<file path="config.mk">
export PLATFORM = sky130hd
export DESIGN_NAME = spi_reg_bank
export DESIGN_NICKNAME = d
export VERILOG_FILES = /design/src/rtl/spi_reg_bank_pkg.sv /design/src/rtl/spi_reg_bank.sv
export SDC_FILE = /design/constraint.sdc
export NUM_CORES = 1
export LEC_CHECK = 0
export CAP_MARGIN = 20
export CORE_MARGIN = 2
export CORE_UTILIZATION = 40
export CTS_BUF_LIST = sky130_fd_sc_hd__clkbuf_8 sky130_fd_sc_hd__clkbuf_16
export CTS_CLUSTER_DIAMETER = 80
export DETAILED_ROUTE_END_ITERATION = 8
export MAX_ROUTING_LAYER = met4
export PLACE_DENSITY = 0.73
export SLEW_MARGIN = 20
export SYNTH_ARGS = -nofsm -noshare
export SYNTH_HDL_FRONTEND = slang
export SYNTH_SLANG_ARGS = --single-unit
</file>
<file path="constraint.sdc">
create_clock -name clk -period 2.7 [get_ports clk]
set_clock_uncertainty 0.15 [all_clocks]
set_input_delay 0.405 -clock clk [delete_from_list [all_inputs] [get_ports clk]]
set_output_delay 0.405 -clock clk [all_outputs]
set_load 0.05 [all_outputs]
</file>
<file path="src/rtl/spi_reg_bank_pkg.sv">
// Shared definitions for the SPI register bank: system address map,
// command byte layout and the transaction FSM state type.
package regs_pkg;

    // Read-only system registers
    localparam logic [6:0] RegSysId0     = 7'h00;
    localparam logic [6:0] RegSysId1     = 7'h01;
    localparam logic [6:0] RegSysId2     = 7'h02;
    localparam logic [6:0] RegSysId3     = 7'h03;
    localparam logic [6:0] RegSysId4     = 7'h04;
    localparam logic [6:0] RegSysVersion = 7'h05;
    localparam logic [6:0] RegSysStatus  = 7'h06;

    // Bit of the command byte that selects write (1) or read (0)
    localparam int CmdWriteBit = 7;

    // Identity string served at RegSysId0..RegSysId4
    localparam logic [7:0] SysIdChar0 = 8'h41; // "A"
    localparam logic [7:0] SysIdChar1 = 8'h52; // "R"
    localparam logic [7:0] SysIdChar2 = 8'h47; // "G"
    localparam logic [7:0] SysIdChar3 = 8'h55; // "U"
    localparam logic [7:0] SysIdChar4 = 8'h53; // "S"

    typedef enum logic [1:0] {
        IDLE  = 2'd0,
        CMD   = 2'd1,
        WRITE = 2'd2,
        READ  = 2'd3
    } reg_bank_state_t;

endpackage

</file>
<file path="src/rtl/spi_reg_bank.sv">
// SPI register bank behind spi_slave. A transaction is a command byte
// (bit 7 = write, bits 6:0 = start address) followed by data bytes at
// auto-incrementing addresses. Serves the identity/version/status
// registers and NUM_RW writable control registers with write strobes.
//
// Handshake: rx_byte is consumed in exactly the cycle rx_valid is high
// while cs_n is low; there is no back-pressure, so a pulse on every
// cycle is accepted. A cycle with cs_n high discards rx_valid entirely.
// tx_byte is registered and always holds the byte for the current
// address so spi_slave can load it at the next SPI byte boundary.
module spi_reg_bank
    import regs_pkg::*;
#(
    parameter int                     NUM_RW   = 8,
    parameter logic [6:0]             RW_BASE  = 7'h10,
    parameter logic [7:0]             VERSION  = 8'h01,
    parameter logic [NUM_RW*8-1:0]    RW_RESET = '0
) (
    input  logic                  clk,
    input  logic                  rst_n,
    input  logic                  cs_n,
    input  logic [7:0]            rx_byte,
    input  logic                  rx_valid,
    output logic [7:0]            tx_byte,
    output logic [NUM_RW*8-1:0]   reg_q,
    output logic [NUM_RW-1:0]     wr_stb,
    output reg_bank_state_t       state_dbg
);

    reg_bank_state_t   state;
    logic [6:0]        addr;
    logic [6:0]        addr_nxt;
    logic [7:0]        err_cnt;
    logic [7:0]        rd_data;
    logic [NUM_RW-1:0] win_hit;
    logic              in_window;
    logic              do_write;
    logic              err_clr;
    logic              err_inc;

    assign state_dbg = state;

    // Decode the current byte: which writable register (if any) is hit,
    // whether it is a write, and how the error counter reacts.
    always_comb begin
        win_hit = '0;
        for (int i = 0; i < NUM_RW; i++) begin
            if (int'(addr) == int'(RW_BASE) + i) begin
                win_hit[i] = 1'b1;
            end
        end
        in_window = |win_hit;
        do_write  = !cs_n && (state == WRITE) && rx_valid;
        err_clr   = do_write && (addr == RegSysStatus);
        err_inc   = do_write && !err_clr && !in_window;
    end

    // Address the bank will hold after this cycle; 7-bit arithmetic wraps 0x7F to 0x00.
    always_comb begin
        addr_nxt = addr;
        if (!cs_n && rx_valid) begin
            if (state == CMD) begin
                addr_nxt = rx_byte[6:0];
            end else if (state == WRITE || state == READ) begin
                addr_nxt = addr + 7'd1;
            end
        end
    end

    // Read mux over the full map, looked up at the upcoming address.
    always_comb begin
        rd_data = 8'h00;
        case (addr_nxt)
            RegSysId0:     rd_data = SysIdChar0;
            RegSysId1:     rd_data = SysIdChar1;
            RegSysId2:     rd_data = SysIdChar2;
            RegSysId3:     rd_data = SysIdChar3;
            RegSysId4:     rd_data = SysIdChar4;
            RegSysVersion: rd_data = VERSION;
            RegSysStatus:  rd_data = err_cnt;
            default: begin
                for (int i = 0; i < NUM_RW; i++) begin
                    if (int'(addr_nxt) == int'(RW_BASE) + i) begin
                        rd_data = reg_q[8*i +: 8];
                    end
                end
            end
        endcase
    end

    // Transaction FSM with registered address and tx_byte.
    always_ff @(posedge clk or negedge rst_n) begin
        if (!rst_n) begin
            state   <= IDLE;
            addr    <= 7'h00;
            tx_byte <= 8'h00;
        end else if (cs_n) begin
            state   <= IDLE;
            tx_byte <= 8'h00;
        end else begin
            case (state)
                IDLE: begin
                    state   <= CMD;
                    tx_byte <= 8'h00;
                end
                CMD: begin
                    if (rx_valid) begin
                        state   <= rx_byte[CmdWriteBit] ? WRITE : READ;
                        addr    <= addr_nxt;
                        tx_byte <= rd_data;
                    end else begin
                        tx_byte <= 8'h00;
                    end
                end
                WRITE, READ: begin
                    addr    <= addr_nxt;
                    tx_byte <= rd_data;
                end
                default: begin
                    state   <= IDLE;
                    tx_byte <= 8'h00;
                end
            endcase
        end
    end

    // Writable registers and their one-cycle write strobes.
    always_ff @(posedge clk or negedge rst_n) begin
        if (!rst_n) begin
            reg_q  <= RW_RESET;
            wr_stb <= '0;
        end else begin
            wr_stb <= do_write ? win_hit : '0;
            for (int i = 0; i < NUM_RW; i++) begin
                if (do_write && win_hit[i]) begin
                    reg_q[8*i +: 8] <= rx_byte;
                end
            end
        end
    end

    // Saturating error counter; a clear-write takes priority over an increment.
    always_ff @(posedge clk or negedge rst_n) begin
        if (!rst_n) begin
            err_cnt <= 8'h00;
        end else if (err_clr) begin
            err_cnt <= 8'h00;
        end else if (err_inc && err_cnt != 8'hFF) begin
            err_cnt <= err_cnt + 8'd1;
        end
    end

endmodule

</file>
* Word level (Yosys, flattened, before mapping)
Cells that the tools add are included.
** Word-level totals
- Flip-flop bits (word level) :: 97
- Bits of input ports :: 12
** Cells by class
- Add/subtract/negate cells :: 2
- Eq/ne operators :: 29
- Muxes and demuxes :: 32
- Bitwise logic cells :: 1
- Reductions and logical operators :: 28
** Operators by type and width (count)
- == test 7 x 6 -> 1 bit, second input constant :: 16
- two-way mux 8 bit :: 13
- one-hot mux 8 bit (7 select lines) :: 1
- == test 7 x 3 -> 1 bit, second input constant :: 4
- two-way mux 7 bit :: 4
- one-hot mux 8 bit (3 select lines) :: 1
- logical AND 1 bit :: 15
- == test 7 x 2 -> 1 bit, second input constant :: 2
- one-hot mux 7 bit (2 select lines) :: 1
- two-way mux 1 bit :: 9
- adder 8 x 1 -> 8 bit, second input constant :: 1
- inequality test 8 bit, second input constant :: 1
- OR reduction 8 bit :: 1
- adder 7 x 1 -> 7 bit, second input constant :: 1
- == test 7 x 1 -> 1 bit, second input constant :: 1
- logical NOT 7 bit :: 1
- == test 2 bit, second input constant :: 2
- two-way mux 2 bit :: 2
- one-hot mux 2 bit (2 select lines) :: 1
- nonzero test 2 bit :: 2
- logical NOT 1 bit :: 3
- inequality test 3 bit, second input constant :: 1
- AND reduction 3 bit :: 1
- nonzero test 3 bit :: 1
- other kinds (7) :: 7

* Longest topological paths before layout
- Depth in word-level cells :: 18
- Mapped depth :: 12
- Mapped depth without buffers :: 10

* Least setup slack after synthesis
OpenSTA, ideal clock, no wires.
- Path kind :: reg2reg
- Start :: register state[1] (netlist: state_dbg[1])
- End :: register tx_byte[6]
- Arrival time :: 2.611 ns
- Data required time :: 2.416 ns
- Slack :: -0.196 ns
- Cell stages (with the launch flop) :: 9
- Clock period less this slack :: 2.896 ns
- Path through :: dfrtp_1 -> buf_2 -> a21oi_1 -> nor3_4 -> a211oi_1 -> a32o_1 -> or4_1 -> a2111oi_2 -> nor4_1
** On the way
- Cells in the longest elaborated chain, start to end :: 18
- Elaborated cells between the ends (all ways) :: 36
- Those cells by class :: 17 x eq/ne; 15 x mux; 4 x reduce/logical
** Ends and longest elaborated chain
- from (decl) :: line spi_reg_bank.sv:30 : reg_bank_state_t state;
- from (signal assigned) :: line spi_reg_bank.sv:108 : state <= rx_byte[CmdWriteBit] ? WRITE : READ;
- == test 2 bit :: line spi_reg_bank.sv:64, spi_reg_bank.sv:101
- logical OR 1 bit :: line spi_reg_bank.sv:64 : end else if (state == WRITE || state == READ) begin
- two-way mux 7 bit :: line spi_reg_bank.sv:64
- two-way mux 7 bit :: line spi_reg_bank.sv:62 : if (state == CMD) begin
- two-way mux 7 bit :: line spi_reg_bank.sv:61 : if (!cs_n && rx_valid) begin
- == test 7 x 6 -> 1 bit :: line spi_reg_bank.sv:83 : if (int'(addr_nxt) == int'(RW_BASE) + i) begin
- two-way mux 8 bit (8 in a row) :: line spi_reg_bank.sv:83
- one-hot mux 8 bit (7 select lines) :: line spi_reg_bank.sv:73 : case (addr_nxt)
- two-way mux 8 bit :: line spi_reg_bank.sv:107 : if (rx_valid) begin
- one-hot mux 8 bit (3 select lines) (*) :: line spi_reg_bank.sv:101 : case (state)
- two-way mux 8 bit (*) :: line spi_reg_bank.sv:97 : end else if (cs_n) begin
- to (signal assigned) :: line spi_reg_bank.sv:110 : tx_byte <= rd_data;
- to (signal assigned) :: line spi_reg_bank.sv:117 : tx_byte <= rd_data;
- to (decl) :: line spi_reg_bank.sv:24 : output logic [7:0] tx_byte,
Every way passes the cells marked *; elsewhere a longest branch is shown, timed or not.
A chain may end at the register's enable or synchronous reset.

* Worst setup path in the final report
- Start :: input port cs_n
- End :: register tx_byte[6]
** On the way
- Cells in the longest elaborated chain, start to end :: 16
- Elaborated cells between the ends (all ways) :: 30
- Those cells by class :: 14 x eq/ne; 13 x mux; 3 x reduce/logical
** Ends and longest elaborated chain
- from (decl) :: line spi_reg_bank.sv:21 : input logic cs_n,
- logical NOT 1 bit :: line spi_reg_bank.sv:61
- logical AND 1 bit :: line spi_reg_bank.sv:61
- two-way mux 7 bit :: line spi_reg_bank.sv:61
- == test 7 x 6 -> 1 bit :: line spi_reg_bank.sv:83
- two-way mux 8 bit (8 in a row) :: line spi_reg_bank.sv:83
- one-hot mux 8 bit (7 select lines) :: line spi_reg_bank.sv:73
- two-way mux 8 bit :: line spi_reg_bank.sv:107
- one-hot mux 8 bit (3 select lines) :: line spi_reg_bank.sv:101
- two-way mux 8 bit (*) :: line spi_reg_bank.sv:97
Marked as above.

==> results.txt <==
The post-route minimum period is around 2.7 ns. The residual antenna-violating net count after detailed routing is 0. The wire length of the first global-routing pass came out at roughly 23000 µm. The critical path goes through clkdlybuf4s50_1 > buf_4 > and4bb_1 > o21ai_2 > and3_4 > a32o_1 > or4_4 > a2111oi_4 > nor4_2. The largest total area in the synthesized netlist belongs to sky130_fd_sc_hd__dfrtp_1. By area the synthesized netlist is led by sky130_fd_sc_hd__dfrtp_1 51%, sky130_fd_sc_hd__mux2_2 15%, sky130_fd_sc_hd__nand2_1 2.9%.

For this run, the register share of the synthesized area comes to 0.505. The standard cell core area came out at 11900 µm². Of the total power, the share spent switching nets is 0.329. The worst-case IR drop observed on VDD is 0.278 mV.

0 antenna diodes ended up in the layout. Summed over all nets, the half-perimeter wirelength after detailed placement is 10700 µm. The slowest stage of the critical path is the sky130_fd_sc_hd__or4_4 cell. The largest stage delay on the critical path is ~0.55 ns.

The average cell area after synthesis came out at 11.0 µm². The detailed router finished its first iteration with 436 violations. The kind of end point of the critical path is a flop. Summed over all layers, the routed wires come to 14800 µm. The share of total power dissipated in sequential elements is 0.400. The number of antenna violations at the first check in global routing is 0.

The slew at the pin closest to its max-slew limit is 0.524 ns. The combinational fraction of design power came out at 0.283. The flop-to-flop setup slack is ~0.07 ns.

The total of endpoints with negative setup slack in the final report came out at 0. For this configuration, the core starts out at a cell density of 0.405. The tree is rooted in a sky130_fd_sc_hd__clkbuf_16. For this run, design rule violations remaining after detail routing come to 0. The number of warnings issued by yosys came out at 0. Buffers placed on the I/O ports in this run total 93. The power share of the clock group is 0.317. The share of the synthesized area in the top cell type is 0.505. The overall power of the completed layout is 0.00411 W. The first-pass detailed-route iteration total came out at 8.

Setup repair after global routing could not meet its margin everywhere. Dividing the detail-routed wire length by the instance count gives between 15 and 20 µm. Among all flip-flop cells after synthesis, the most frequent one is sky130_fd_sc_hd__dfrtp_1.

The net switching power came out at 0.00135 W. The pin count of the biggest net entering global routing came out at 58. The required time at the worst-slack endpoint came out at 2.77 ns.

The arrival time of the worst setup path is roughly 2.7 ns. OpenSTA, run right after detailed placement, puts the worst setup slack at -0.372 ns. The CTS tree is yes. The fraction of final layout cells sized beyond drive strength 1 is 0.302. The total count of max-transition violations in the final report was 0. The maximum clock frequency came out at 375 MHz. The die outline height is 114 µm. The maximum fanout count along the critical path came out at 5. The most frequent cell after synthesis is sky130_fd_sc_hd__dfrtp_1.

The post-synthesis instance total came out at 435. The number of hold-slack violations in the final timing report is 0. Using the TritonRoute via totals, the vias-per-cell ratio works out to roughly 5.6. The path class of the tightest hold or removal check is primary input to async pin. The category of the most critical setup path is primary input to flop. Yosys mapped the design onto 61 distinct sky130hd cell types. The flow ran to the end, and the final reports show no timing, DRC or antenna violations. Buffers inserted during clock tree synthesis total 9.

The post-synthesis async set-or-reset flop share is 1.00. The depth of the most critical reg-to-reg path is 9. STA classifies the critical path startpoint as a primary input. The final net count is 605. The die covers 12900 µm². The later-pin clock latency in the skew report came out at 0.34 ns.

In the post-route analysis, the smallest setup slack over all paths is 0.0349 ns. After synthesis, the most frequently instantiated cells are 97 x sky130_fd_sc_hd__dfrtp_1, 63 x sky130_fd_sc_hd__mux2_2, 37 x sky130_fd_sc_hd__nand2_1. CTS built an H-tree with a depth of 3. The number of cell rows came out at 40. In this run, synthesis inferred 0 flip-flops with an integrated enable. The worst-case headroom to the max-slew limit is 0.650. The worst register-to-register path begins at addr[0]. The total global routing overflow is 0. The summed instance area of the synthesized netlist came out at approximately 4800 µm².

The total number of vias is a little over 4000. The number of synthesized register bits came out at 97. The cell internal power dissipation is 0.00276 W. The clock transition at the registers of the reported paths came out at about 0.070 ns. The final worst-path cycle share is 0.987. Compared with the post-synthesis result, the final layout area differs by 41.8%. The synthesized net count came out at 452. In this run the count of I/O pins placed on the die edge is 94. The clock sink count came out at 97. The width of the die came out at 114 µm. The leakage power is approximately 3.2 nW. The worst-case clock buffer depth is 2. The weighted congestion at the end of routability-driven global placement came out at 0.971. The total routing resource utilization after global routing is 0.241. The number of max-capacitance violations reported came out at 0.

The number of global-route vias before repair was 4179. The total power density per cell area came out at 604 nW/µm². The capture instance of the worst register-to-register path is tx_byte[6].
cells in the final DEF, fill, tap and decap left out, drive strengths merged, types with 5 or more instances in the layout:
cell type / instances
nor2: 21
o21ai: 16
and4: 6
a21oi: 16
buf: 68
and3: 5
inv: 23
nand4: 12
nand3: 21
dfrtp: 97
a31oi: 5
nor3: 11
mux2i: 12
nor4: 6
nor2b: 5
a311oi: 5
clkbuf: 10
nand2: 37
ha: 5
clkdlybuf4s50: 92
mux2: 63
what timing repair did:
action,in CTS,in global routing
buffers inserted,0,1
resized for setup,2,20
endpoints found under the setup margin,1,5
cloned,0,1
endpoints found under the hold margin,18,0
pin swaps,0,5
hold buffers,1,0
flip-flops by register name (all words and copies together) (netlist names):
signal	flops
reg_q	64
err_cnt	8
tx_byte	8
wr_stb	8
addr	7
state_dbg	2
per-layer routing:
layer	GRT usage	share of wire
met5	-	0
met4	0.0732	0.017
met3	0.0441	0.054
met2	0.366	0.47
met1	0.332	0.46
through the flow:
stage          instance area, µm²  hold WS [ns]  instances  setup TNS [ns]  utilization
6_report                     6810         0.337        740               0        0.574
5_1_grt                      6810         0.361        740         -0.0727        0.574
4_1_cts                      6700         0.347        738               0        0.565
3_5_place_dp                 6370         0.160        721           -2.26        0.537
3_3_place_gp                 6370         0.160        721           -1.72        0.537
2_1_floorplan                4810       -0.0406        435               0            -
worst max-delay path by stage:
| stage | startpoint | end | cells past startpoint |
|---|---|---|---|
| detailed placement | cs_n | tx_byte[6] | 10 |
| floorplan | addr[0] | tx_byte[6] | 10 |
| CTS | cs_n | tx_byte[6] | 9 |
| global route | cs_n | tx_byte[6] | 9 |
| finish | cs_n | tx_byte[6] | 9 |
| global placement | cs_n | tx_byte[6] | 9 |
power by group through the flow:
stage	registers (W)	logic, W	clock network (W)
final	0.00164	0.00116	0.00130
after global routing	0.00166	0.00126	0.00139
after CTS	0.00164	0.00110	0.00132
after detailed placement	0.00167	0.00108	0
after global placement	0.00166	0.00106	0
after floorplan	0.00174	0.000545	0
cell type report:
class,instances,area [µm²]
Clock buffer,10,239
Clock inverter,6,66.3
Fill cell,988,5050
Inverter,23,86.3
Multi-Input combinational cell,296,2300
Sequential cell,97,2430
Tap cell,147,184
Timing Repair Buffer,161,1510
critical path: cells and delay by family:
| family | cells | cell delay [ns] |
|---|---|---|
| compound gates | 3 | 0.63 |
| buf+inv | 2 | 0.57 |
| simple gates | 4 | 1.11 |
logic make-up (layout without fill, tap and decap cells):
group	Yosys count	count (layout)	share of synthesized area
adder cells (fa/ha/maj)	5	5	0.0130
flip-flops	97	97	0.505
AND/OR/NAND/NOR	141	141	0.161
XOR/XNOR	7	7	0.0128
AO/OA/AOI/OAI	67	67	0.0935
buffers and inverters	42	200	0.0367
multiplexers	76	76	0.177
(Power assumes the default switching activity.)
==> variant 1, RTL diff (same settings) <==
Put one more register stage on the output `reg_q`, without a reset. The value now appears one clock later. The other outputs are not delayed to match.
--- a/src/rtl/spi_reg_bank.sv
+++ b/src/rtl/spi_reg_bank.sv
@@ -27,4 +27,6 @@
     output reg_bank_state_t       state_dbg
 );
+
+    logic [NUM_RW*8-1:0] reg_q_s0;
 
     reg_bank_state_t   state;
@@ -82,5 +84,5 @@
                 for (int i = 0; i < NUM_RW; i++) begin
                     if (int'(addr_nxt) == int'(RW_BASE) + i) begin
-                        rd_data = reg_q[8*i +: 8];
+                        rd_data = reg_q_s0[8*i +: 8];
                     end
                 end
@@ -128,5 +130,5 @@
     always_ff @(posedge clk or negedge rst_n) begin
         if (!rst_n) begin
-            reg_q  <= RW_RESET;
+            reg_q_s0 <= RW_RESET;
             wr_stb <= '0;
         end else begin
@@ -134,5 +136,5 @@
             for (int i = 0; i < NUM_RW; i++) begin
                 if (do_write && win_hit[i]) begin
-                    reg_q[8*i +: 8] <= rx_byte;
+                    reg_q_s0[8*i +: 8] <= rx_byte;
                 end
             end
@@ -151,4 +153,8 @@
     end
 
+    always_ff @(posedge clk) begin
+        reg_q <= reg_q_s0;
+    end
+
 endmodule
 
Behaviour: not the same (a bounded check fails within 4 cycles, from zero or initial values and one cycle with rst_n low).
==> variant 1 against the original RTL <==
  * Area after synthesis is 29% higher
  * Global-route usage fell by 2.7 points
  * Setup slack improved by 40 ps
  * Total power increased by 41%
  * Sequential power grew 54%
  * First-iteration DRC count fell by 23%
  * Synthesized cell count is 7.8% higher
  * Hold slack lost 87 ps
  * Maximum frequency rose by 1.5%
  * Sequential cell count rose by 64
  * Critical path depth grew 1
  * Via count grew 9.7%
  * Wire length increased by 11%
  * Cell area grew 23%
  * Largest cell class unchanged
  * Highest routed layer unchanged
==> variant 1: results (changes against the original RTL) <==
| Metric | Value |
|---|---|
| Outcome | `finished, final reports clean` |
| Peak VDD IR | `443 uV (+59%)` |
| CTS buffer count | `17 (+8)` |
| Critical R2R Capture | `tx_byte[4]` |
| Layout cells sized above 1 | `0.317 (+0.0147)` |
| HPWL after DPL | `11500 um (+7.4%)` |
| Slew @ Worst Pin | `523 ps (-0.950 ps)` |
| Pre-CTS setup slack | `-367 ps (+5.08 ps)` |
| Hold slack | `250 ps (-87.0 ps)` |
| CP max-delay cell | `clkdlybuf4s50_1` |
| Compound-Gate Fraction of Synth Area | `0.0941 (+0.000558)` |
| Pin count of the biggest net entering global routing | `39 (-33%)` |
| Via Count | `4532 (+9.7%)` |
| XOR/XNOR Fraction of Synth Area | `0.0113 (-0.00148)` |
| Yosys top cell area share | `0.391 (-0.115)` |
| Routed WL per cell | `19.9 um (-0.35%)` |
| Routability Congestion | `0.896 (-7.7%)` |
| First-pass GRT wire length | `25500 um (+11%)` |
| Global Route Usage Sum | `0.214 (-0.0271)` |
| Pleak | `0.00368 uW (+17%)` |
| Async SR Flop Fraction | `0.602 (-0.398)` |
| Synth area leaders | `dfrtp_1, dfxtp_1, mux2_2, mux4_2, a21oi_1` |
| Hold crit path type | `reg -> reg` |
| Synth cell count leaders | `dfrtp_1, mux2_2, dfxtp_1` |
| Post-synthesis cell type count | `71 (+16%)` |
| Layout Nets | `639 (+5.6%)` |
| Mux cell area share after synthesis | `0.145 (-0.0326)` |
| Slowest stage delay, CP | `420 ps (-130 ps)` |
| DR iter-0 viols | `337 (-23%)` |
| Adder-Cell Fraction of Synth Area | `0.0101 (-0.00295)` |
| DRT Pass-1 Iters | `4 (-4)` |
| Met2 WL | `7600 um (+8.7%)` |
variant 1: cell count changes after synthesis, moves of 5 or more:
cell / delta
mux2i_1: -11
nand4_1: -5
nand2_1: -23
buf_2: +6
clkbuf_1: -5
nor3_1: -5
o211ai_1: +7
and2_1: +6
dfxtp_1: +64
inv_1: -18
variant 1: power breakdown:
part,switching [uW],internal (uW)
registers,89.6,2450
logic,471,360
clock network,1020,1390
total,1580,4200
variant 1: layout make-up:
type | count | area share
well taps | 188 | 0.0281
clock buffers | 20 | 0.0572
inverters | 5 | 0.00254
flip-flops and latches | 161 | 0.444
clock inverters | 12 | 0.0142
repair buffers | 157 | 0.172
multi-input cells | 280 | 0.282
variant 1: how the worst max path moves through the flow:
stage,depth (start not counted),endpoint,start
floorplan,8,tx_byte[2],state_dbg[0]
global placement,11,tx_byte[2],cs_n
detailed placement,9,tx_byte[6],cs_n
CTS,9,tx_byte[6],addr[0]
global route,10,tx_byte[6],cs_n
finish,10,tx_byte[6],cs_n
variant 1: metrics by stage:
step | area, um2 | util
6_report | 8360 | 0.550
5_1_grt | 8360 | 0.550
4_1_cts | 8310 | 0.546
3_5_place_dp | 7700 | 0.507
3_3_place_gp | 7700 | 0.507
2_1_floorplan | 6210 | -
variant 1: cell families after synthesis:
| kind of cell | Yosys count |
|---|---|
| fa+ha+maj | 5 |
| compound gates | 78 |
| flops | 161 |
| simple gates | 114 |
| mux | 75 |
| xor+xnor | 8 |
| buf+inv | 28 |
variant 1: timing repair:
| item | CTS | global route |
|---|---|---|
| endpoints found under the hold margin | 35 | 0 |
| endpoints found under the setup margin | 0 | 15 |
| setup buffers | 0 | 3 |
| hold buffers | 1 | 0 |
| resized for setup | 0 | 8 |
variant 1: routing by layer:
| layer | vias to the layer above | track usage |
|---|---|---|
| met5 | - | - |
| met4 | 0 | 0.0997 |
| met3 | 50 | 0.0482 |
| met2 | 175 | 0.324 |
| met1 | 2285 | 0.274 |
| li1 | 2022 | - |
==> variant 2, RTL diff (same flow settings) <==
Made on the original files. The parameter `NUM_RW` goes from 8 to 9.
--- a/src/rtl/spi_reg_bank.sv
+++ b/src/rtl/spi_reg_bank.sv
@@ -12,5 +12,5 @@
     import regs_pkg::*;
 #(
-    parameter int                     NUM_RW   = 8,
+    parameter int                     NUM_RW   = 9,
     parameter logic [6:0]             RW_BASE  = 7'h10,
     parameter logic [7:0]             VERSION  = 8'h01,
Interface: changed (resized reg_q and wr_stb); port bits go from 94 to 103. No check against the original RTL was run, so the function may have changed too.
==> variant 2 against the original RTL <==
  * The run now ends with setup timing left
  * Wire length is 16% higher
  * Area after synthesis increased by 6.9%
  * Sequential share of layout area fell by 0.18 points
  * Critical path depth is 3 higher
  * Total power increased by 8.7%
  * Register-to-register slack worse by 90 ps
  * Setup slack got worse by 52 ps
  * Cell area is 9.8% higher
  * Sequential cell count increased by 9
  * Global-route usage increased by 1.6 points
  * Synthesized cell count is 5.1% higher
  * Hold slack got worse by 100 ps
  * Critical path type is now reg -> reg
==> variant 2: results (changes against the original RTL) <==
| Metric | Value |
|---|---|
| Number of global-route vias before repair | `4548 (+8.8%)` |
| Final Routed Wirelength | `17100 um (+16%)` |
| HPWL after DPL | `12700 um (+19%)` |
| PortBufs | `102 (+9.7%)` |
| Hold crit path type | `in -> reg` |
| Fillers | `1080 (+9.3%)` |
| Reg2reg path depth | `12 (+3)` |
| Root Buffer | `clkbuf_16` |
| Pleak | `0.00348 uW (+10%)` |
| DRT Pass-1 Iters | `5 (-3)` |
| Setup Crit Path Kind | `reg -> reg` |
| H-tree levels | `3 (unchanged)` |
| Initial antenna violation count | `0 (unchanged)` |
| CP startpoint | `state_dbg[1]` |
| Min setup slack post-route | `-17.1 ps (-51.9 ps)` |
| Remaining antenna violation count | `0 (unchanged)` |
| Worst path arrival time | `2810 ps (+80 ps)` |
| Placed Cells | `791 (+9.7%)` |
| Outcome | `finished, violations left` |
| DR iter-0 viols | `286 (-34%)` |
| Fin cells | `820 (+11%)` |
| CTS buffer count | `9 (unchanged)` |
| Mux cell area share after synthesis | `0.181 (+0.00312)` |
| Synth cell count leaders | `dfrtp_1, mux2_2, nand2_1` |
| Clock transition at path regs | `70 ps (about the same)` |
| Synth Instances | `457 (+5.1%)` |
| Ant. Diodes | `0 (unchanged)` |
| Slowest stage delay, CP | `450 ps (-100 ps)` |
| Net count after synthesis | `474 (+4.9%)` |
| Pin count of the biggest net entering global routing | `45 (-22%)` |
| Critical Path Sink | `tx_byte[2]` |
| Layout Nets | `660 (+9.1%)` |
| Synth area leaders | `dfrtp_1, mux2_2, nand2_1, nor2_1, a21oi_1` |
| Adder-Cell Fraction of Synth Area | `0.0122 (-0.000844)` |
| Hold path startpoint | `cs_n` |
| First-pass GRT wire length | `26500 um (+15%)` |
| Ys Warns | `0 (unchanged)` |
| Post-synthesis sequential area ratio | `0.517 (+0.0111)` |
| Worst path top cell family by delay | `buffers and inverters` |
| Global Route Usage Sum | `0.257 (+0.0160)` |
| Compound-Gate Fraction of Synth Area | `0.115 (+0.0217)` |
| Routability Congestion | `0.978 (+0.76%)` |
| Vias per std cell | `5.39 (-3.4%)` |
| Layout cells sized above 1 | `0.370 (+0.0685)` |
| RR Startpoint | `state_dbg[1]` |
| Peak VDD IR | `353 uV (+27%)` |
| XOR/XNOR Fraction of Synth Area | `0.0136 (+0.000878)` |
| Slew Limit Fails | `0 (unchanged)` |
| Final setup vio count | `2 (+2)` |
| Failing checks | `setup timing` |
| Worst-Skew Late Latency | `340 ps (about the same)` |
| Worst Path Max Fanout | `6 (+1)` |
| Clock Path Buffers | `2 (unchanged)` |
| Worst slew margin | `0.621 (-0.0288)` |
| Post-synthesis cell type count | `58 (-4.9%)` |
| Setup TNS | `-24.1 ps (-24.1 ps)` |
| CP max-delay cell | `dfrtp_2` |
| Hold slack | `233 ps (-103 ps)` |
## variant 2: changes by cell type after synthesis, sizes merged, moves of 7 or more
cell / delta
mux2: +14
nor2: +13
nand2: +11
nand3: -11
dfrtp: +9
buf: +8
a222oi: +7
## variant 2: what timing repair did
item / in CTS / in global routing
pin swaps: 4 / 17
hold buffers: 1 / 0
endpoints found under the hold margin: 41 / 0
setup endpoints to repair: 8 / 10
resized for setup: 13 / 46
buffers inserted: 6 / 8
## variant 2: worst min path at each step
stage               cells past startpoint           end
floorplan                               0       addr[0]
global placement                        1     wr_stb[2]
detailed placement                      1     wr_stb[2]
CTS                                     2      reg_q[7]
global route                            3  state_dbg[0]
finish                                  3  state_dbg[0]
## variant 2: layout make-up
type                    instances  area share
multi-input cells             309       0.330
well taps                     172      0.0288
repair buffers                199       0.240
inverters                      18     0.00937
clock inverters                 7     0.00602
flip-flops and latches        106       0.355
clock buffers                   9      0.0301
## variant 2: power breakdown
group / switching (uW) / internal (uW) / total (uW)
registers: 84.2 / 1660 / 1740
clock network: 597 / 625 / 1220
logic: 830 / 675 / 1510
## variant 2: worst register-to-register path: stages, from the launching register on
cell	delay, ps
dfrtp_2	450
buf_4	160
nor2_2	110
nor2_2	80
o21ai_4	220
buf_6	160
buf_4	120
mux2_2	320
a222oi_1	370
buf_4	180
nor2_1	50
nor3b_2	170
nor2_1	60
## variant 2: cells by family (layout without fill, tap and decap cells)
family | after synthesis | after routing
DFF | 106 | 106
AOI/OAI and AO/OA | 82 | 82
adders and majority gates | 5 | 5
muxes | 83 | 83
and+or+nand+nor | 131 | 131
buffers and inverters | 42 | 233
xor gates and xnor gates | 8 | 8
## variant 2: through the flow
stage	instance area (um2)	setup slack, ps
2_1_floorplan	5140	19.9
5_1_grt	7480	-197
3_5_place_dp	6880	-436
6_report	7480	-17.1
4_1_cts	7260	0.841
3_3_place_gp	6880	-425
## variant 2: routing by layer
metal	up-vias	share of wire	global-route usage
li1	2018	-	-
met1	2261	0.46	0.349
met2	125	0.49	0.410
met3	19	0.040	0.0394
met4	0	0.014	0.0602
met5	-	0	-
